## config.mk

```make
export PLATFORM = sky130hd
export DESIGN_NAME = fifo_rd_uart_tx
export DESIGN_NICKNAME = d
export VERILOG_FILES = /design/src/rtl/fifo_rd_uart_tx.sv
export SDC_FILE = /design/constraint.sdc
export NUM_CORES = 1
export LEC_CHECK = 0
export ABC_AREA = 1
export BUFFER_PORTS_ARGS = -buffer_cell sky130_fd_sc_hd__buf_2
export CAP_MARGIN = 10
export CORE_MARGIN = 1.5
export CORE_UTILIZATION = 55
export CTS_CLUSTER_SIZE = 10
export DETAILED_ROUTE_END_ITERATION = 6
export PLACE_DENSITY = 0.83
export SYNTH_ARGS = -nofsm -noshare
export SYNTH_HDL_FRONTEND = slang
export SYNTH_SLANG_ARGS = --single-unit
```

## constraint.sdc

```tcl
create_clock -name rclk -period 1.7 [get_ports rclk]
set_input_delay 0.255 -clock rclk [delete_from_list [all_inputs] [get_ports rclk]]
set_output_delay 0.255 -clock rclk [all_outputs]
set_load 0.01 [all_outputs]
```

## src/rtl/fifo_rd_uart_tx.sv

```systemverilog
// FIFO read-side drain: pops words from the async FIFO read port and sends each
// one as a UART frame (start, DSIZE data bits LSB first, optional even parity, stop bits).
module fifo_rd_uart_tx #(
    parameter int DSIZE        = 8,
    parameter int CLKS_PER_BIT = 16,
    parameter int PARITY_EN    = 0,
    parameter int STOP_BITS    = 1
) (
    input  logic             rclk,
    input  logic             rrst,
    input  logic             en,
    input  logic [DSIZE-1:0] rdata,
    input  logic             rempty,
    output logic             rinc,
    output logic             txd,
    output logic             busy,
    output logic             frame_done
);

    localparam int CW = (CLKS_PER_BIT > 1) ? $clog2(CLKS_PER_BIT) : 1;
    localparam int BW = (DSIZE > 2) ? $clog2(DSIZE) : 1;
    localparam logic [CW-1:0] BAUD_LAST = CW'(CLKS_PER_BIT - 1);
    localparam logic [BW-1:0] DATA_LAST = BW'(DSIZE - 1);
    localparam logic [BW-1:0] STOP_LAST = BW'(STOP_BITS - 1);

    typedef enum logic [2:0] {
        IDLE,
        START,
        DATA,
        PARITY,
        STOP
    } state_t;

    state_t           state_q, state_d;
    logic [CW-1:0]    baud_q, baud_d;
    logic [BW-1:0]    bit_q, bit_d;
    logic [DSIZE-1:0] shift_q, shift_d;
    logic             par_q, par_d;
    logic             txd_q, txd_d;
    logic             busy_q, busy_d;

    logic bit_end;
    logic last_stop;
    logic ld;

    assign bit_end   = (state_q != IDLE) && (baud_q == BAUD_LAST);
    assign last_stop = (state_q == STOP) && (bit_q == STOP_LAST) && bit_end;
    // rrst gating keeps the pop strobe quiet while reset is held, even though state reads IDLE.
    assign ld        = rrst && en && !rempty && ((state_q == IDLE) || last_stop);

    assign rinc       = ld;
    assign txd        = txd_q;
    assign busy       = busy_q;
    assign frame_done = last_stop;

    always_comb begin
        state_d = state_q;
        baud_d  = baud_q;
        bit_d   = bit_q;
        shift_d = shift_q;
        par_d   = par_q;
        busy_d  = busy_q;
        txd_d   = 1'b1;

        if (state_q != IDLE) begin
            baud_d = bit_end ? '0 : baud_q + 1'b1;
        end

        case (state_q)
            START: begin
                if (bit_end) begin
                    state_d = DATA;
                    bit_d   = '0;
                end
            end
            DATA: begin
                if (bit_end) begin
                    shift_d = shift_q >> 1;
                    if (bit_q == DATA_LAST) begin
                        bit_d   = '0;
                        state_d = (PARITY_EN != 0) ? PARITY : STOP;
                    end else begin
                        bit_d = bit_q + 1'b1;
                    end
                end
            end
            PARITY: begin
                if (bit_end) begin
                    state_d = STOP;
                    bit_d   = '0;
                end
            end
            STOP: begin
                if (bit_end) begin
                    if (bit_q == STOP_LAST) begin
                        state_d = IDLE;
                        bit_d   = '0;
                        busy_d  = 1'b0;
                    end else begin
                        bit_d = bit_q + 1'b1;
                    end
                end
            end
            default: ;
        endcase

        // A load overrides the end-of-frame return to IDLE, giving zero-gap back-to-back frames.
        if (ld) begin
            state_d = START;
            baud_d  = '0;
            bit_d   = '0;
            shift_d = rdata;
            par_d   = ^rdata;
            busy_d  = 1'b1;
        end

        case (state_d)
            START:   txd_d = 1'b0;
            DATA:    txd_d = shift_d[0];
            PARITY:  txd_d = par_q;
            default: txd_d = 1'b1;
        endcase
    end

    always_ff @(posedge rclk or negedge rrst) begin
        if (!rrst) begin
            state_q <= IDLE;
            baud_q  <= '0;
            bit_q   <= '0;
            shift_q <= '0;
            par_q   <= 1'b0;
            txd_q   <= 1'b1;
            busy_q  <= 1'b0;
        end else begin
            state_q <= state_d;
            baud_q  <= baud_d;
            bit_q   <= bit_d;
            shift_q <= shift_d;
            par_q   <= par_d;
            txd_q   <= txd_d;
            busy_q  <= busy_d;
        end
    end

endmodule
```

* Yosys cells after proc, flatten, opt, wreduce, memory -nomap -nowiden
Cells that the tools add are included.
** Storage, ports and cells
- Register bits :: 21
- Word-level logic and storage cells :: 70
** Operators by class
- Reduce and logical (&&, ||, !) cells :: 22
- Equal/unequal tests :: 12
- Add/subtract/negate cells :: 2
- Multiplexer cells :: 26
** Operators by type and width (number)
- 3-bit 2-to-1 mux :: 13
- 8-bit 2-to-1 mux :: 3
- 3-bit by 2-bit == test with 1-bit output, second input constant :: 4
- 4-bit 2-to-1 mux :: 3
- 3-bit one-hot mux with 4 select lines :: 1
- 2-bit nonzero test :: 5
- 3-bit one-hot mux with 3 select lines :: 1
- 8-bit parity :: 1
- 3-bit by 1-bit == test with 1-bit output, second input constant :: 2
- 3-bit == test, second input constant :: 2
- 1-bit logical AND :: 6
- 3-bit zero test :: 2
- 3-bit inequality test, second input constant :: 2
- 4-bit by 1-bit adder with 4-bit output, second input constant :: 1
- 4-bit == test, second input constant :: 1
- 1-bit 2-to-1 mux :: 4
- 4-bit AND reduction :: 1
- 4-bit nonzero test :: 1
- 3-bit by 1-bit adder with 3-bit output, second input constant :: 1
- 3-bit by 1-bit inequality test with 1-bit output, second input constant :: 1
- 1-bit one-hot mux with 3 select lines :: 1
- 3-bit AND reduction :: 1
- 3-bit nonzero test :: 1
- 2-bit AND reduction :: 1
- 3 further kinds :: 3

* Longest topological paths before layout
- Word-level depth :: 8
- Depth in mapped cells :: 12
- Mapped depth without buffers :: 12

* Worst setup path after synthesis
No wires, ideal clock.
- Path type :: register to register
- From :: register baud_q[0]
- To :: register shift_q[1]
- Clock period less this slack :: 1.414 ns
- Path buffers :: 1
- Stages on the path, launching flop included :: 10
- Data required time :: 1.576 ns
- Arrival time :: 1.290 ns
- Path slack :: 0.286 ns
- Path through :: dfrtp_1 ha_1 nand3_4 nor2_4 nand2_2 nand2_4 nand2_4 buf_6 nand3_1 nand3_1
** On the way
- Cells in the longest elaborated chain, start to end :: 7
- Elaborated cells on any way between the ends :: 9
- Classes of those cells :: 1 x eq/ne; 1 x mux; 7 x reduce/logical
** RTL lines
- start, declared :: RTL line 35 : logic [CW-1:0] baud_q, baud_d;
- start signal, assigned :: RTL line 136 : baud_q <= baud_d;
- 4-bit == test * :: RTL line 46 : assign bit_end = (state_q != IDLE) && (baud_q == BAUD_LAST);
- 1-bit logical AND * :: RTL line 46
- 1-bit logical AND :: RTL line 47 : assign last_stop = (state_q == STOP) && (bit_q == STOP_LAST) && bit_end;
- 1-bit logical OR :: RTL line 49 : assign ld = rrst && en && !rempty && ((state_q == IDLE) || last_stop);
- 1-bit logical AND :: RTL line 49
- 2-bit nonzero test (no source line)
- 2-bit AND reduction (no source line)
- end signal, assigned :: RTL line 138 : shift_q <= shift_d;
- end, declared :: RTL line 37 : logic [DSIZE-1:0] shift_q, shift_d;
Mark *: on every way between the ends. The rest lies on a longest branch, timed or not.
A chain may end at the register's enable or synchronous reset.

* Final worst setup path
- From :: register bit_q[0]
- To :: output port rinc
** On the way
- Cells in the longest elaborated chain, start to end :: 5
** RTL lines
- start, declared :: RTL line 36 : logic [BW-1:0] bit_q, bit_d;
- start signal, assigned :: RTL line 137 : bit_q <= bit_d;
- 3-bit zero test :: RTL line 47
- 1-bit logical AND (2 in a row) :: RTL line 47
- 1-bit logical OR :: RTL line 49
- 1-bit logical AND :: RTL line 49
- end, declared :: RTL line 14 : output logic rinc,
Every way passes these cells.

==> metrics.md <==
| Metric | Value |
|---|---|
| Worst R2R Path Depth | `11` |
| Die height | `roughly 51 um` |
| RSZ-0062 raised after global routing | `yes` |
| Hold violation count in the final report | `0` |
| Top-Level Pins | `16` |
| Number of nets at the end of the flow | `about 220` |
| Detailed-router iteration count before antenna repair | `5` |
| Cell Chain, Critical Path | `inv_2, ha_4, nand2_4, nor2_4, nand2_2, nand2_4, nand2_8, inv_8, buf_6` |
| Wire length of the first global-routing pass | `4.926 mm` |
| Setup slack after layout | `-0.01734 ns` |
| Area fraction of the dominant cell type after synthesis | `0.3906` |
| Sequential-to-total area share from yosys stat | `0.4111` |
| Power density normalized to cell area | `between 1500 and 2000 mW/mm^2` |
| Minimum clock period after layout | `between 1.5 and 2 ns` |
| Critical path's largest stage delay | `around 0.41 ns` |
| Cell types occupying the most area after synthesis | `sky130_fd_sc_hd__dfrtp_1 39%, sky130_fd_sc_hd__nand2_1 13%, sky130_fd_sc_hd__nand3_1 7.8%` |
| Endpoint of the lowest-slack register-to-register path | `shift_q[3]` |
| Minimum setup slack among reg-to-reg paths | `approximately 0.08 ns` |
| Worst path arrival time | `1.46 ns` |
| Hold-critical path endpoint | `shift_q[4]` |
| Most used cell, CP | `sky130_fd_sc_hd__nand2_4` |
| Worst min-delay path startpoint | `rdata[4]` |
| Final std cell area, no fill | `around 0.0016 sq mm` |
| Proportion of layout cells with a drive suffix above 1 | `0.3035` |
| Placer congestion estimate | `~0.90` |
| Number of buffers created by CTS | `3` |
| Max-slew headroom | `0.8300` |
| Residual overflow from global routing | `0` |
| Start-to-end type of the worst setup path | `reg -> out` |
| Achievable clock frequency | `0.5823 GHz` |
| Post-DR vias/cell | `about 5.3` |
| Total nets after synthesis | `180` |
| I/O Buffers | `15` |
| Class of the most critical hold timing path | `in -> reg` |
| First DRT Iteration DRCs | `48` |
| H-tree levels | `1` |
| Horiz. Die Dim | `51.27 um` |
| Pre-CTS setup slack | `slightly above 0.08 ns` |
| Distinct cell type count after synthesis | `23` |
| DR DRC count | `0` |
| Critical path depth | `9` |
| Number of max-slew violations in the final report | `0` |
| Violated checks | `setup timing` |
| Clock tree from TritonCTS | `done` |
| Synthesized cell area | `about 0.0013 sq mm` |
| Deepest clock path buffer count | `2` |
| Number of cells after detailed placement | `between 200 and 250` |
| Floorplan row count | `17` |
| Status | `complete, but fails checks` |
| Detailed placement HPWL | `1.993 mm` |
| Critical path's slowest cell | `sky130_fd_sc_hd__dfrtp_1` |
| Post-synthesis cell count | `~160` |
| Leak | `roughly 0.84 nW` |
| Worst Path Required | `around 1.4 ns` |
| Critical path startpoint category | `register` |
| Vias | `1217` |
| Kind of cell adding the most delay to the critical path | `flip-flops` |
| Max-capacitance violation count | `0` |
| WL per Instance | `13.20 um` |
| Average size of a mapped cell | `7.812 sq um` |
| Clock transition at path regs | `roughly 0.11 ns` |
| Post-route insts no fill | `around 230` |
| Clk sink count | `21` |
| Actual slew at the worst max-slew pin | `between 0.2 and 0.3 ns` |
| Top fanout value on the critical path | `2` |
| Die area | `about 0.0026 sq mm` |
| Number of antenna cells inserted | `0` |
| Maximum VDD drop | `1.295 mV` |
| Insertion delay to the later sink of the worst-skew pair | `between 0.2 and 0.3 ns` |
| Via count of the first global-routing pass | `~1200` |
| Synth warnings | `0` |
| Total placed instance area | `between 0.001 and 0.0015 sq mm` |
| Final worst-path cycle share | `1.010` |
| Post-DRT Antenna Nets | `0` |
| Clock tree root driver cell | `sky130_fd_sc_hd__clkbuf_4` |
| Critical path endpoint category | `primary output` |
| Post-synthesis sequential element count | `21` |
| Detailed Route WL | `a little over 3 mm` |
| Initial antenna violation count | `0` |
| Core Box Area | `0.002212 sq mm` |
| Initial Util | `0.5792` |
| Final setup vio count | `2` |
| Largest area contributor in the netlist | `sky130_fd_sc_hd__dfrtp_1` |
| Number of fill cells | `between 150 and 200` |
| Number of instances on the worst hold path | `3` |
| Crit path buffers/inverters | `3` |
| Global router's overall resource usage | `0.2470` |
| Startpoint of the most critical register-to-register path | `bit_q[0]` |
| Final setup skew | `a little over 0.003 ns` |
| Area grow syn2layout | `25.78%` |
| Largest net degree at the start of global routing | `22` |
-- metrics by stage --
stage	hold WS, ns	TNS (ns)	power (mW)	utilization
3_5_place_dp	0.2477	0	1.985	0.6374
5_1_grt	0.2034	-0.3274	2.783	0.7285
2_1_floorplan	-0.04059	0	1.731	-
4_1_cts	0.1824	-0.05752	2.394	0.7064
6_report	0.2074	-0.02981	2.562	0.7285
3_3_place_gp	0.2478	0	1.929	0.6374
-- worst max-delay path by stage --
stage	slack [ns]	startpoint	end
floorplan	0.29	baud_q[0]	shift_q[1]
global placement	0.11	baud_q[0]	txd
global route	-0.11	baud_q[1]	rinc
detailed placement	0.08	baud_q[0]	rinc
CTS	-0.03	baud_q[1]	frame_done
finish	-0.02	bit_q[0]	rinc
-- worst min-delay path: stages --
cell and delay (ns):
sky130_fd_sc_hd__buf_2 0.10, sky130_fd_sc_hd__nand2_1 0.05, sky130_fd_sc_hd__nand3_1 0.07
-- layout make-up --
| type | count | area (sq um) | share of cell area |
|---|---|---|---|
| Multi-Input combinational cell | 115 | 686.9 | 0.4262 |
| Tap cell | 28 | 35.03 | 0.02174 |
| Sequential cell | 21 | 526.8 | 0.3269 |
| Clock buffer | 3 | 22.52 | 0.01398 |
| Timing Repair Buffer | 34 | 226.5 | 0.1405 |
| Clock inverter | 1 | 5.005 | 0.003106 |
| Inverter | 27 | 108.9 | 0.06755 |
-- routing by layer --
metal  wire length (um)  up-vias  part of all wire  GRT usage
met5                  0        -                 0          0
met4                 18        0            0.0060    0.09649
met3                136        4             0.045    0.04094
met1               1240      586              0.41     0.2949
li1                   -      585                 -          -
met2               1629       42              0.54     0.4416
-- registers in the layout, indices dropped and copies added, names as in the netlist --
name,cells
baud_q,4
bit_q,3
busy,1
par_q,1
shift_q,8
state_q,3
txd,1
-- synth_stat cells --
cell,number
sky130_fd_sc_hd__inv_1,23
sky130_fd_sc_hd__nand2_2,3
sky130_fd_sc_hd__nand3_1,20
sky130_fd_sc_hd__a211oi_1,1
sky130_fd_sc_hd__o21ai_0,4
sky130_fd_sc_hd__nand4_1,2
sky130_fd_sc_hd__dfrtp_1,20
sky130_fd_sc_hd__nor3_1,1
sky130_fd_sc_hd__xnor2_1,5
sky130_fd_sc_hd__ha_1,4
sky130_fd_sc_hd__nor2_4,5
sky130_fd_sc_hd__inv_4,1
sky130_fd_sc_hd__nor2_1,12
sky130_fd_sc_hd__inv_2,3
sky130_fd_sc_hd__a21oi_1,3
sky130_fd_sc_hd__nand3_4,1
sky130_fd_sc_hd__nand2_4,3
sky130_fd_sc_hd__nand2_1,43
sky130_fd_sc_hd__xor2_1,2
sky130_fd_sc_hd__buf_6,1
sky130_fd_sc_hd__o21ai_1,4
sky130_fd_sc_hd__dfstp_2,1
sky130_fd_sc_hd__nand3b_1,2
-- what timing repair did --
item                                    in CTS  in global routing
setup buffers                                9                  5
pin swaps                                    5                  5
gates resized for setup                     10                  5
hold endpoints to repair                    20                  0
cloned                                       0                  0
endpoints found under the setup margin       1                 13
hold buffers                                 1                  0
-- cells by family (layout without fill, tap and decap cells) --
family                     after synthesis  in the layout  share of synthesized area
buffers and inverters                   28             65                    0.08984
AOI/OAI and AO/OA                       12             12                    0.04883
DFF                                     21             21                     0.4111
and+or+nand+nor                         92             92                     0.3633
xor gates and xnor gates                 7              7                    0.04785
adders and majority gates                4              4                    0.03906
-- layout by cell type (no fill, tap or decap), drive strengths merged --
| cell type | instances |
|---|---|
| inv | 27 |
| buf | 33 |
| xnor2 | 5 |
| nand2 | 49 |
| nor3 | 1 |
| dfstp | 1 |
| o21ai | 8 |
| a21oi | 3 |
| dlygate4sd3 | 1 |
| nand3 | 21 |
| nand3b | 2 |
| nand4 | 2 |
| xor2 | 2 |
| clkbuf | 3 |
| clkinv | 1 |
| nor2 | 17 |
| dfrtp | 20 |
| a211oi | 1 |
| ha | 4 |
-- report_power, final --
part / switching (mW) / internal (mW) / total (mW)
sequential: 0.192 / 0.740 / 0.932
clock: 0.142 / 0.0876 / 0.230
combinational: 0.797 / 0.603 / 1.40
total: 1.13 / 1.43 / 2.56
(Power assumes the default switching activity.)
